`src/rtl/merge_operand_stager.sv`:
```
// Registered operand stager for the combinational merge/shift stage: collects A then B (+mode),
// holds them stable, captures the merge result. Optional out_par via MERGE_STAGER_PARITY_EN.
module merge_operand_stager #(
  parameter int unsigned DATA_W = 16,
  parameter int unsigned MODE_W = 3,
  parameter int unsigned CNT_W  = 8
) (
  input  logic              clk,
  input  logic              rst_n,
  input  logic              in_valid,
  output logic              in_ready,
  input  logic [DATA_W-1:0] in_data,
  input  logic              in_second,
  input  logic [MODE_W-1:0] in_mode,
  output logic [DATA_W-1:0] mg_a,
  output logic [DATA_W-1:0] mg_b,
  output logic [MODE_W-1:0] mg_mode,
  input  logic [DATA_W-1:0] mg_result,
  output logic              out_valid,
  input  logic              out_ready,
  output logic [DATA_W-1:0] out_data,
  output logic              out_err,
  output logic [CNT_W-1:0]  pair_cnt
`ifdef MERGE_STAGER_PARITY_EN
  ,
  output logic              out_par
`endif
);

  localparam logic [2:0] StIdle  = 3'd0;
  localparam logic [2:0] StHaveA = 3'd1;
  localparam logic [2:0] StEval  = 3'd2;
  localparam logic [2:0] StOut   = 3'd3;
  localparam logic [2:0] StOutA  = 3'd4;

  logic [2:0]        state_q, state_d;
  logic [DATA_W-1:0] mg_a_q, mg_a_d;
  logic [DATA_W-1:0] mg_b_q, mg_b_d;
  logic [MODE_W-1:0] mode_q, mode_d;
  logic [DATA_W-1:0] out_data_q, out_data_d;
  logic              out_err_q, out_err_d;
  logic              out_valid_q, out_valid_d;
  logic              err_pend_q, err_pend_d;
  logic [CNT_W-1:0]  cnt_q, cnt_d;
  logic              par_q, par_d;
  logic              accept, acc_a, acc_b;

  // Ready depends on registered state only, never on the input beat.
  assign in_ready = (state_q == StIdle) || (state_q == StHaveA) || (state_q == StOut);
  assign accept   = in_valid & in_ready;
  assign acc_a    = accept & ~in_second;
  assign acc_b    = accept & in_second;

  always_comb begin
    state_d     = state_q;
    mg_a_d      = mg_a_q;
    mg_b_d      = mg_b_q;
    mode_d      = mode_q;
    out_data_d  = out_data_q;
    out_err_d   = out_err_q;
    out_valid_d = out_valid_q;
    err_pend_d  = err_pend_q;
    cnt_d       = cnt_q;
    par_d       = par_q;
    case (state_q)
      StIdle: begin
        if (acc_a) begin
          mg_a_d  = in_data;
          state_d = StHaveA;
        end else if (acc_b) begin
          err_pend_d = 1'b1;
        end
      end
      StHaveA: begin
        if (acc_b) begin
          mg_b_d  = in_data;
          mode_d  = in_mode;
          state_d = StEval;
        end else if (acc_a) begin
          mg_a_d     = in_data;
          err_pend_d = 1'b1;
        end
      end
      StEval: begin
        out_data_d  = mg_result;
        par_d       = ^mg_result;
        out_err_d   = err_pend_q;
        err_pend_d  = 1'b0;
        out_valid_d = 1'b1;
        state_d     = StOut;
      end
      StOut: begin
        // A stray B here flags the next pair; the held result keeps its own flag.
        if (acc_b) err_pend_d = 1'b1;
        if (acc_a) mg_a_d = in_data;
        if (out_ready) begin
          out_valid_d = 1'b0;
          cnt_d       = cnt_q + CNT_W'(1);
          state_d     = acc_a ? StHaveA : StIdle;
        end else if (acc_a) begin
          state_d = StOutA;
        end
      end
      StOutA: begin
        if (out_ready) begin
          out_valid_d = 1'b0;
          cnt_d       = cnt_q + CNT_W'(1);
          state_d     = StHaveA;
        end
      end
      default: state_d = StIdle;
    endcase
  end

  always_ff @(posedge clk or negedge rst_n) begin
    if (!rst_n) begin
      state_q     <= StIdle;
      mg_a_q      <= '0;
      mg_b_q      <= '0;
      mode_q      <= '0;
      out_data_q  <= '0;
      out_err_q   <= 1'b0;
      out_valid_q <= 1'b0;
      err_pend_q  <= 1'b0;
      cnt_q       <= '0;
      par_q       <= 1'b0;
    end else begin
      state_q     <= state_d;
      mg_a_q      <= mg_a_d;
      mg_b_q      <= mg_b_d;
      mode_q      <= mode_d;
      out_data_q  <= out_data_d;
      out_err_q   <= out_err_d;
      out_valid_q <= out_valid_d;
      err_pend_q  <= err_pend_d;
      cnt_q       <= cnt_d;
      par_q       <= par_d;
    end
  end

  assign mg_a      = mg_a_q;
  assign mg_b      = mg_b_q;
  assign mg_mode   = mode_q;
  assign out_valid = out_valid_q;
  assign out_data  = out_data_q;
  assign out_err   = out_err_q;
  assign pair_cnt  = cnt_q;
`ifdef MERGE_STAGER_PARITY_EN
  assign out_par   = par_q;
`else
  logic unused_par;
  assign unused_par = par_q;
`endif

endmodule

```
`config.mk`:
```
export PLATFORM = sky130hd
export DESIGN_NAME = merge_operand_stager
export DESIGN_NICKNAME = d
export VERILOG_FILES = /design/src/rtl/merge_operand_stager.sv
export SDC_FILE = /design/constraint.sdc
export NUM_CORES = 1
export LEC_CHECK = 0
export CAP_MARGIN = 40
export CORE_ASPECT_RATIO = 1.5
export CORE_MARGIN = 3
export CORE_UTILIZATION = 44
export DETAILED_ROUTE_END_ITERATION = 16
export PLACE_DENSITY = 0.78
export SKIP_LAST_GASP = 1
export SLEW_MARGIN = 15
export SYNTH_ARGS = -nofsm -noshare
export SYNTH_HDL_FRONTEND = slang
export SYNTH_SLANG_ARGS = --single-unit
```
`constraint.sdc`:
```
create_clock -name clk -period 2.01 [get_ports clk]
set_clock_uncertainty 0.05 [all_clocks]
set_input_delay 0.402 -clock clk [delete_from_list [all_inputs] [get_ports clk]]
set_output_delay 0.402 -clock clk [all_outputs]
set_load 0.05 [all_outputs]
```
==> results of run 1 <==
[what timing repair did]
action                                  CTS  global route
hold endpoints to repair                  0             0
endpoints found under the setup margin    4             9
gates resized for setup                   4             9
[flip-flops by register name, indices dropped and copies added (netlist names)]
register and flops:
err_pend_q 1, mg_a 16, mg_b 16, mg_mode 3
out_data 16, out_err 1, out_valid 1, pair_cnt 8
state_q 3
[final cells by class]
type,instances,area (um^2),area share [%]
clock inverters,7,71.3,1.77
multi-input cells,102,1000,24.9
inverters,3,11.3,0.279
well taps,72,90.1,2.23
repair buffers,109,1110,27.5
flip-flops and latches,65,1630,40.3
clock buffers,9,124,3.07
[placed cells by master (no fill, tap or decap), drive strengths merged, types with 3 or more instances in the layout]
cell | synthesis | layout
nand2 | 7 | 7
clkinvlp | 0 | 3
clkinv | 0 | 3
xor2 | 5 | 5
a21oi | 4 | 4
inv | 3 | 3
mux2 | 54 | 54
dfrtp | 65 | 65
dlymetal6s2s | 0 | 8
nor2 | 7 | 7
buf | 8 | 22
clkdlybuf4s50 | 0 | 75
clkbuf | 0 | 9
dlygate4sd2 | 0 | 4
[kinds of logic (layout without fill, tap and decap cells)]
| kind of cell | Yosys count | in the layout | share of synthesized area (%) |
|---|---|---|---|
| flip-flops | 65 | 65 | 59.7 |
| multiplexers | 54 | 54 | 23.6 |
| AND/OR/NAND/NOR | 29 | 29 | 7.58 |
| AO/OA/AOI/OAI | 11 | 11 | 3.03 |
| buffers and inverters | 11 | 128 | 3.35 |
| XOR/XNOR | 7 | 7 | 2.25 |
| adder cells (fa/ha/maj) | 1 | 1 | 0.459 |
[worst max path at each step]
stage	from	to	slack [ns]
after global routing	mg_a[0]	mg_a[0]	0.002
final	out_data[10]	out_data[10]	0.04
after global placement	in_second	mg_a[1]	0.06
after CTS	pair_cnt[6]	pair_cnt[6]	0.0005
after detailed placement	in_second	mg_a[12]	0.03
after floorplan	state_q[1]	in_ready	0.25
[layer usage]
metal | share of wire [%] | GRT usage [%]
met4 | 2.4 | 10.2
met1 | 36 | 19.2
met2 | 59 | 32.0
met3 | 2.8 | 2.56
met5 | 0 | 0
[report_power, final]
| part | switching [mW] | total, mW | internal [mW] | leakage [nW] |
|---|---|---|---|---|
| registers | 0.405 | 2.33 | 1.92 | 0.772 |
| logic | 2.84 | 4.57 | 1.73 | 0.968 |
| clock network | 0.511 | 1.08 | 0.569 | 0.0912 |
| total | 3.75 | 7.98 | 4.23 | 1.83 |
[metrics by stage]
step	instance area [um^2]	std cells	utilization, %
finish	4040	367	68.3
global route	4040	367	68.3
CTS	4020	367	68.0
detailed placement	3830	351	64.7
global placement	3830	351	64.7
floorplan	2720	178	-
==> run metrics, run 1 <==
RSZ-0062 raised after global routing false; cts bufs inserted 9; routed length per placed instance 16.3 um; EDFF count, synth 0; Max stage delay cell, worst path clkdlybuf4s50_1; WHS 0.0194 ns; fin crit period 1.97 ns; final hold violation count 0; Area Growth Syn to Fin 48.4%; drt pass-1 iters 4; vias in the first global route 1,929; crit end category primary output; slew at the pin with the worst max-slew slack 0.540 ns; post-synthesis area per instance 15.3 um^2; Die Wd 70.2 um; via density per instance 4.98; initial antenna violation count 0; Rows 34; Arr. time, crit path 1.52 ns; CP cell instances clkdlybuf4s50_1; Synth top cells by count dfrtp_1, mux2_2, mux2_4; H-tree levels 3; IO Count 102; distinct cell type count after synthesis 32; Cells after Synth 178; Synth async-reset ratio 100%; All-Layer GR Usage 17.5%; Placement Setup Slack 0.0341 ns; Layout Nets 331; Top delay family on crit path buffers and inverters; Finish-stage setup viols 0; top_reg_cell synth dfrtp_1; Fillers 434; # hold bufs at CTS 0; FF+latch count, synth 65; worst setup path category flop to primary output; DR iter-0 viols 101; LEAKAGE 1.83 nW; CP Depth 1; largest cells by area after synthesis dfrtp_1, mux2_2, mux2_4; final wirelength 5980 um; initial core utilization 46.0%; CTS tree done; IO Port Bufs 101; Yosys top cell area share 59.7%; gr ovfl total 0; postcts setup bufs 0; r2r endpoint pair_cnt[1]; post-synthesis sequential area ratio 59.7%; TritonCTS Sinks 65; Critical Path Fanout Max 2; Slew Limit Fails 0; cell taking the most area after synthesis dfrtp_1; largest net degree at the start of global routing 66; remaining routing DRC violations 0; R2R depth 3; Clock Tree Buf Depth 2; post-DP HPWL 4430 um; peak supply drop 1.07 mV; Max Clk Rate 507 MHz; status finished clean; die height 102 um; max_slew headroom 63.9%; Mapped Area 2720 um^2; count leader, synth dfrtp_1; ant diodes 0; layout cells sized above 1 31.9%; worst path bufs/invs 1; Worst Hold Class input pin to async pin; Critical Path RT 1.56 ns; Tcrit/Tclk final 98.1%; Critical Path Max Stage Delay 0.83 ns; worst r2r src state_q[1]; root buf cell clkbuf_8; ANT nets after route 0; Placer Congestion 0.757; syn nets 219; vias 1,826; maxcap violations 0; R2R setup slack 0.32 ns; first-pass GRT wire length 9620 um; later-pin clock latency in the skew report 0.33 ns; Synth warnings 0; die area 7190 um^2; CTS clock-pin slew for the worst setup and hold paths 0.08 ns; Tot Pwr 7.98 mW; worst setup margin 0.0385 ns; CP Launch Type flop; power per cell area 1970 nW/um^2; core area 5910 um^2; setup TNS 0 ns
No activity file was read; power rests on OpenSTA's default activity.
==> run 2: changes to the inputs <==
CTS_BUF_LIST = sky130_fd_sc_hd__clkbuf_16   (was not set)
==> run 2 against run 1 <==
  * Total power grew 5.8%
  * Clock power rose by 40%
  * Register-to-register slack hardly changed
  * Sequential share of layout area is 0.93 points lower
  * Critical path type unchanged
  * Largest cell class unchanged
  * Highest routed layer unchanged
==> run metrics, run 2 (synthesis gave the netlist of run 1 again) <==
gr ovfl total 0 (unchanged); RSZ-0062 raised after global routing false (unchanged); largest net degree at the start of global routing 66 (unchanged); Tcrit/Tclk final 97.5% (was 98.1%); CP cell instances clkdlybuf4s50_1 (unchanged); CTS clock-pin slew for the worst setup and hold paths 0.06 ns (was 0.08 ns); routed length per placed instance 16.6 um (was 16.3 um); Rows 34 (unchanged); via density per instance 4.91 (was 4.98); Worst Hold Class input pin to async pin (unchanged); worst setup path category flop to primary output (unchanged); layout cells sized above 1 31.9% (unchanged); TritonCTS Sinks 65 (unchanged); cts bufs inserted 9 (unchanged); Critical Path Fanout Max 3 (was 2); H-tree levels 3 (unchanged); Critical Path RT 1.56 ns (about the same); met3 GRT Util 4.82% (was 2.56%); All-Layer GR Usage 17.9% (was 17.5%); final wirelength 6080 um (was 5980 um); Layout Nets 331 (unchanged); vias 1,802 (was 1,826); WHS 0.0358 ns (was 0.0194 ns); die height 102 um (unchanged); first-pass GRT wire length 9760 um (was 9620 um); DR iter-0 viols 68 (was 101); CP Launch Type flop (unchanged); DP Area 3830 um^2 (unchanged); crit end category primary output (unchanged); Clock Tree Buf Depth 2 (unchanged); Area Growth Syn to Fin 51.9% (was 48.4%); Placer Congestion 0.757 (unchanged); Max Clk Rate 510 MHz (was 507 MHz); slew at the pin with the worst max-slew slack 0.531 ns (was 0.540 ns); Top delay family on crit path buffers and inverters (unchanged); worst setup margin 0.0509 ns (was 0.0385 ns); design area 4140 um^2 (was 4040 um^2); initial antenna violation count 0 (unchanged); power per cell area 2040 nW/um^2 (was 1970 nW/um^2); die area 7190 um^2 (unchanged); remaining routing DRC violations 0 (unchanged); most frequent cells in the layout clkdlybuf4s50_1, dfrtp_1, mux2_2, buf_4 (unchanged); postcts setup bufs 0 (unchanged); # hold bufs at CTS 0 (unchanged); later-pin clock latency in the skew report 0.32 ns (was 0.33 ns); final hold violation count 0 (unchanged); met2 Track Usage GR 33.5% (was 32.0%); Max stage delay cell, worst path clkdlybuf4s50_1 (unchanged); commonest non-fill, non-tap cell in the layout clkdlybuf4s50_1 (unchanged); root buf cell clkbuf_16 (was clkbuf_8); Die Wd 70.2 um (unchanged); Slew Limit Fails 0 (unchanged); maxcap violations 0 (unchanged); global route hottest layer met2 (unchanged); peak supply drop 1.53 mV (was 1.07 mV); GR met1 Demand/Resource 19.0% (was 19.2%); status finished clean (unchanged); R2R depth 3 (unchanged); r2r endpoint pair_cnt[1] (unchanged); IO Port Bufs 101 (unchanged); worst r2r src state_q[1] (unchanged); fin crit period 1.96 ns (was 1.97 ns); post-DP HPWL 4430 um (unchanged); ANT nets after route 0 (unchanged); initial core utilization 46.0% (unchanged); ant diodes 0 (unchanged); max_slew headroom 64.5% (was 63.9%); vias in the first global route 1,959 (was 1,929); CTS tree done (unchanged); drt pass-1 iters 4 (unchanged); Critical Path Max Stage Delay 0.81 ns (was 0.83 ns); Arr. time, crit path 1.51 ns (was 1.52 ns); core area 5910 um^2 (unchanged); setup TNS 0 ns (unchanged); IO Count 102 (unchanged); LEAKAGE 1.83 nW (about the same); Finish-stage setup viols 0 (unchanged); Placement Setup Slack 0.0341 ns (unchanged); worst path bufs/invs 1 (unchanged); R2R setup slack 0.33 ns (was 0.32 ns)
## run 2: cell count changes in the layout (fill, tap and decap cells not counted), sizes merged
cell           before  now
clkdlybuf4s50      75   82
dlygate4sd2         4    1
dlymetal6s2s        8    4
## run 2: worst max path at each step
| stage | from | to | slack, ns | cells past startpoint |
|---|---|---|---|---|
| after floorplan | state_q[1] | in_ready | 0.25 | 3 |
| after global placement | in_second | mg_a[1] | 0.06 | 5 |
| after detailed placement | in_second | mg_a[12] | 0.03 | 5 |
| after CTS | pair_cnt[4] | pair_cnt[4] | 0.006 | 1 |
| after global routing | pair_cnt[6] | pair_cnt[6] | 0.004 | 1 |
| final | pair_cnt[6] | pair_cnt[6] | 0.05 | 1 |
## run 2: layout make-up
type	instances	area, um^2
Fill cell	430	1780
Clock buffer	9	225
Tap cell	72	90.1
Clock inverter	7	71.3
Multi-Input combinational cell	102	1000
Timing Repair Buffer	109	1100
Sequential cell	65	1630
Inverter	3	11.3
## run 2: metal layers
layer  part of all wire (%)  vias up
met5                      0        -
met2                     60       45
met3                    3.4        8
li1                       -      843
met4                    1.2        0
met1                     36      906
## run 2: stage by stage
| stage | total power, mW | util [%] | cells |
|---|---|---|---|
| global placement | 6.90 | 64.7 | 351 |
| CTS | 8.55 | 69.7 | 367 |
| floorplan | 5.45 | - | 178 |
| global route | 8.83 | 69.9 | 367 |
| finish | 8.45 | 69.9 | 367 |
| detailed placement | 6.99 | 64.7 | 351 |
## run 2: power by group
group	internal [mW]	total (mW)	switching (mW)
sequential	1.93	2.34	0.412
clock	0.955	1.51	0.553
combinational	1.76	4.60	2.84
total	4.64	8.45	3.81
## run 2: what timing repair did
item,4_1_cts,5_1_grt
setup endpoints to repair,1,5
gates cloned,0,0
gates resized for setup,1,5
==> run 3: changes to the inputs <==
CORE_UTILIZATION = 40   (was 44)
PLACE_DENSITY = 0.74   (was 0.78)
SKIP_CTS_REPAIR_TIMING = 1   (was not set)
SKIP_LAST_GASP = not set   (was 1)
clock period = 1.8 ns   (was 2.01 ns; I/O delays follow)
==> run 3 against run 2 <==
  * The flow now finishes with violations (hold timing)
  * Sequential share of layout area up 1.2 points
  * Register-to-register slack worse by 0.16 ns
  * Worst hold slack got worse by 0.055 ns
  * Final cell count grew 1.9%
  * Critical path depth grew 2
  * Non-clock buffer count up 3
  * Sequential cell count did not move
  * Routed wire length shrank 3.2%
==> run metrics, run 3 (synthesis gave the netlist of run 1 again) <==
status finished, violations left (was finished clean); failing checks hold timing; Arr. time, crit path 1.31 ns (was 1.51 ns); vias in the first global route 1,877 (was 1,959); final wirelength 5880 um (was 6080 um); Clock Tree Buf Depth 2 (unchanged); vias 1,810 (was 1,802); Rows 36 (was 34); most frequent cells in the layout buf_4, dfrtp_1, mux2_2, clkdlybuf4s50_1 (was clkdlybuf4s50_1, dfrtp_1, mux2_2, buf_4); die area 7850 um^2 (was 7190 um^2); worst setup margin 0.0803 ns (was 0.0509 ns); initial core utilization 41.7% (was 46.0%); Layout Nets 334 (was 331); die height 107 um (was 102 um); dpl cells 358 (was 351); Critical Path Fanout Max 8 (was 3); CTS clock-pin slew for the worst setup and hold paths 0.05 ns (was 0.06 ns); TritonCTS Sinks 65 (unchanged); later-pin clock latency in the skew report 0.33 ns (was 0.32 ns); DR iter-0 viols 105 (was 68); final hold violation count 16 (was 0); design area 4010 um^2 (was 4140 um^2); H-tree levels 3 (unchanged); routed length per placed instance 15.7 um (was 16.6 um); largest net degree at the start of global routing 66 (unchanged); post-DP HPWL 4270 um (was 4430 um); drt pass-1 iters 4 (unchanged); gr ovfl total 0 (unchanged); layout cells sized above 1 48.3% (was 31.9%); RSZ-0062 raised after global routing false (unchanged); Placement Setup Slack -0.115 ns (was 0.0341 ns); initial antenna violation count 0 (unchanged); first-pass GRT wire length 9470 um (was 9760 um); fin crit period 1.72 ns; CP Launch Type flop (unchanged); All-Layer GR Usage 16.5% (was 17.9%); slew at the pin with the worst max-slew slack 0.376 ns (was 0.531 ns); Die Wd 73.4 um (was 70.2 um); crit end category primary output (unchanged); CTS tree done (unchanged); max_slew headroom 74.3% (was 64.5%); Finish-stage setup viols 0 (unchanged); Tcrit/Tclk final 95.5%; worst setup path category flop to primary output (unchanged); IO Port Bufs 101 (unchanged); Non-Filler Instances 374 (was 367); ANT nets after route 0 (unchanged); Worst Hold Class input pin to async pin (unchanged); Critical Path RT 1.39 ns (was 1.56 ns); core area 6530 um^2 (was 5910 um^2); remaining routing DRC violations 0 (unchanged); ant diodes 0 (unchanged); cts bufs inserted 9 (unchanged); Area Growth Syn to Fin 47.3% (was 51.9%); via density per instance 4.84 (was 4.91); IO Count 102 (unchanged); Slew Limit Fails 0 (unchanged); root buf cell clkbuf_16 (unchanged); Placer Congestion 0.835 (was 0.757); WHS -0.0189 ns (was 0.0358 ns); DP Area 3720 um^2 (was 3830 um^2); maxcap violations 0 (unchanged); commonest non-fill, non-tap cell in the layout buf_4 (was clkdlybuf4s50_1); Max Clk Rate 582 MHz
==> run 3: per-stage QoR <==
| step | utilization, % | setup TNS, ns |
|---|---|---|
| final | 61.4 | 0 |
| after global placement | 57.0 | -2.35 |
| after detailed placement | 57.0 | -3.06 |
| after global routing | 61.4 | 0 |
| after CTS | 61.4 | -0.00797 |
| after floorplan | - | 0 |
==> run 3: final timing paths <==
check | from | endpoint | slack (ns) | cells past startpoint
worst max-delay path | state_q[1] | in_ready | 0.08 | 3
worst min-delay path | rst_n | out_data[14] | -0.02 | 2
worst max register to register | state_q[1] | pair_cnt[7] | 0.17 | 5
worst min register to register | pair_cnt[7] | pair_cnt[7] | 0.41 | 1
max in group asynchronous | rst_n | mg_b[14] | 1.43 | 2
min in group clk | pair_cnt[7] | pair_cnt[7] | 0.41 | 1
==> run 3: worst max-delay path, cell delays in order (launching register included) <==
cell     delay (ns)
dfrtp_1        0.45
and2b_4        0.22
nor2_2         0.14
buf_12         0.16
==> run 3: per-layer routing <==
layer  track usage, %  part of all wire (%)  up-vias  wire (um)
met3             5.25                   5.1       13        301
met1             18.7                    37      892       2180
met4             8.94                   2.5        0        145
met5                0                     0        -          0
met2             27.0                    55       50       3260
li1                 -                     -      855          -
==> run 3: final cells by class <==
cell class	instances	area (um^2)
fill	536	2520
sequential	65	1630
multi-input combinational	102	1010
timing repair buffer	112	983
clock buffer	9	225
tap	76	95.1
clock inverter	7	61.3
inverter	3	11.3
Power of run 3 is not shown: default switching activity piles up to over one toggle a cycle in this logic, so the estimate is an artifact.
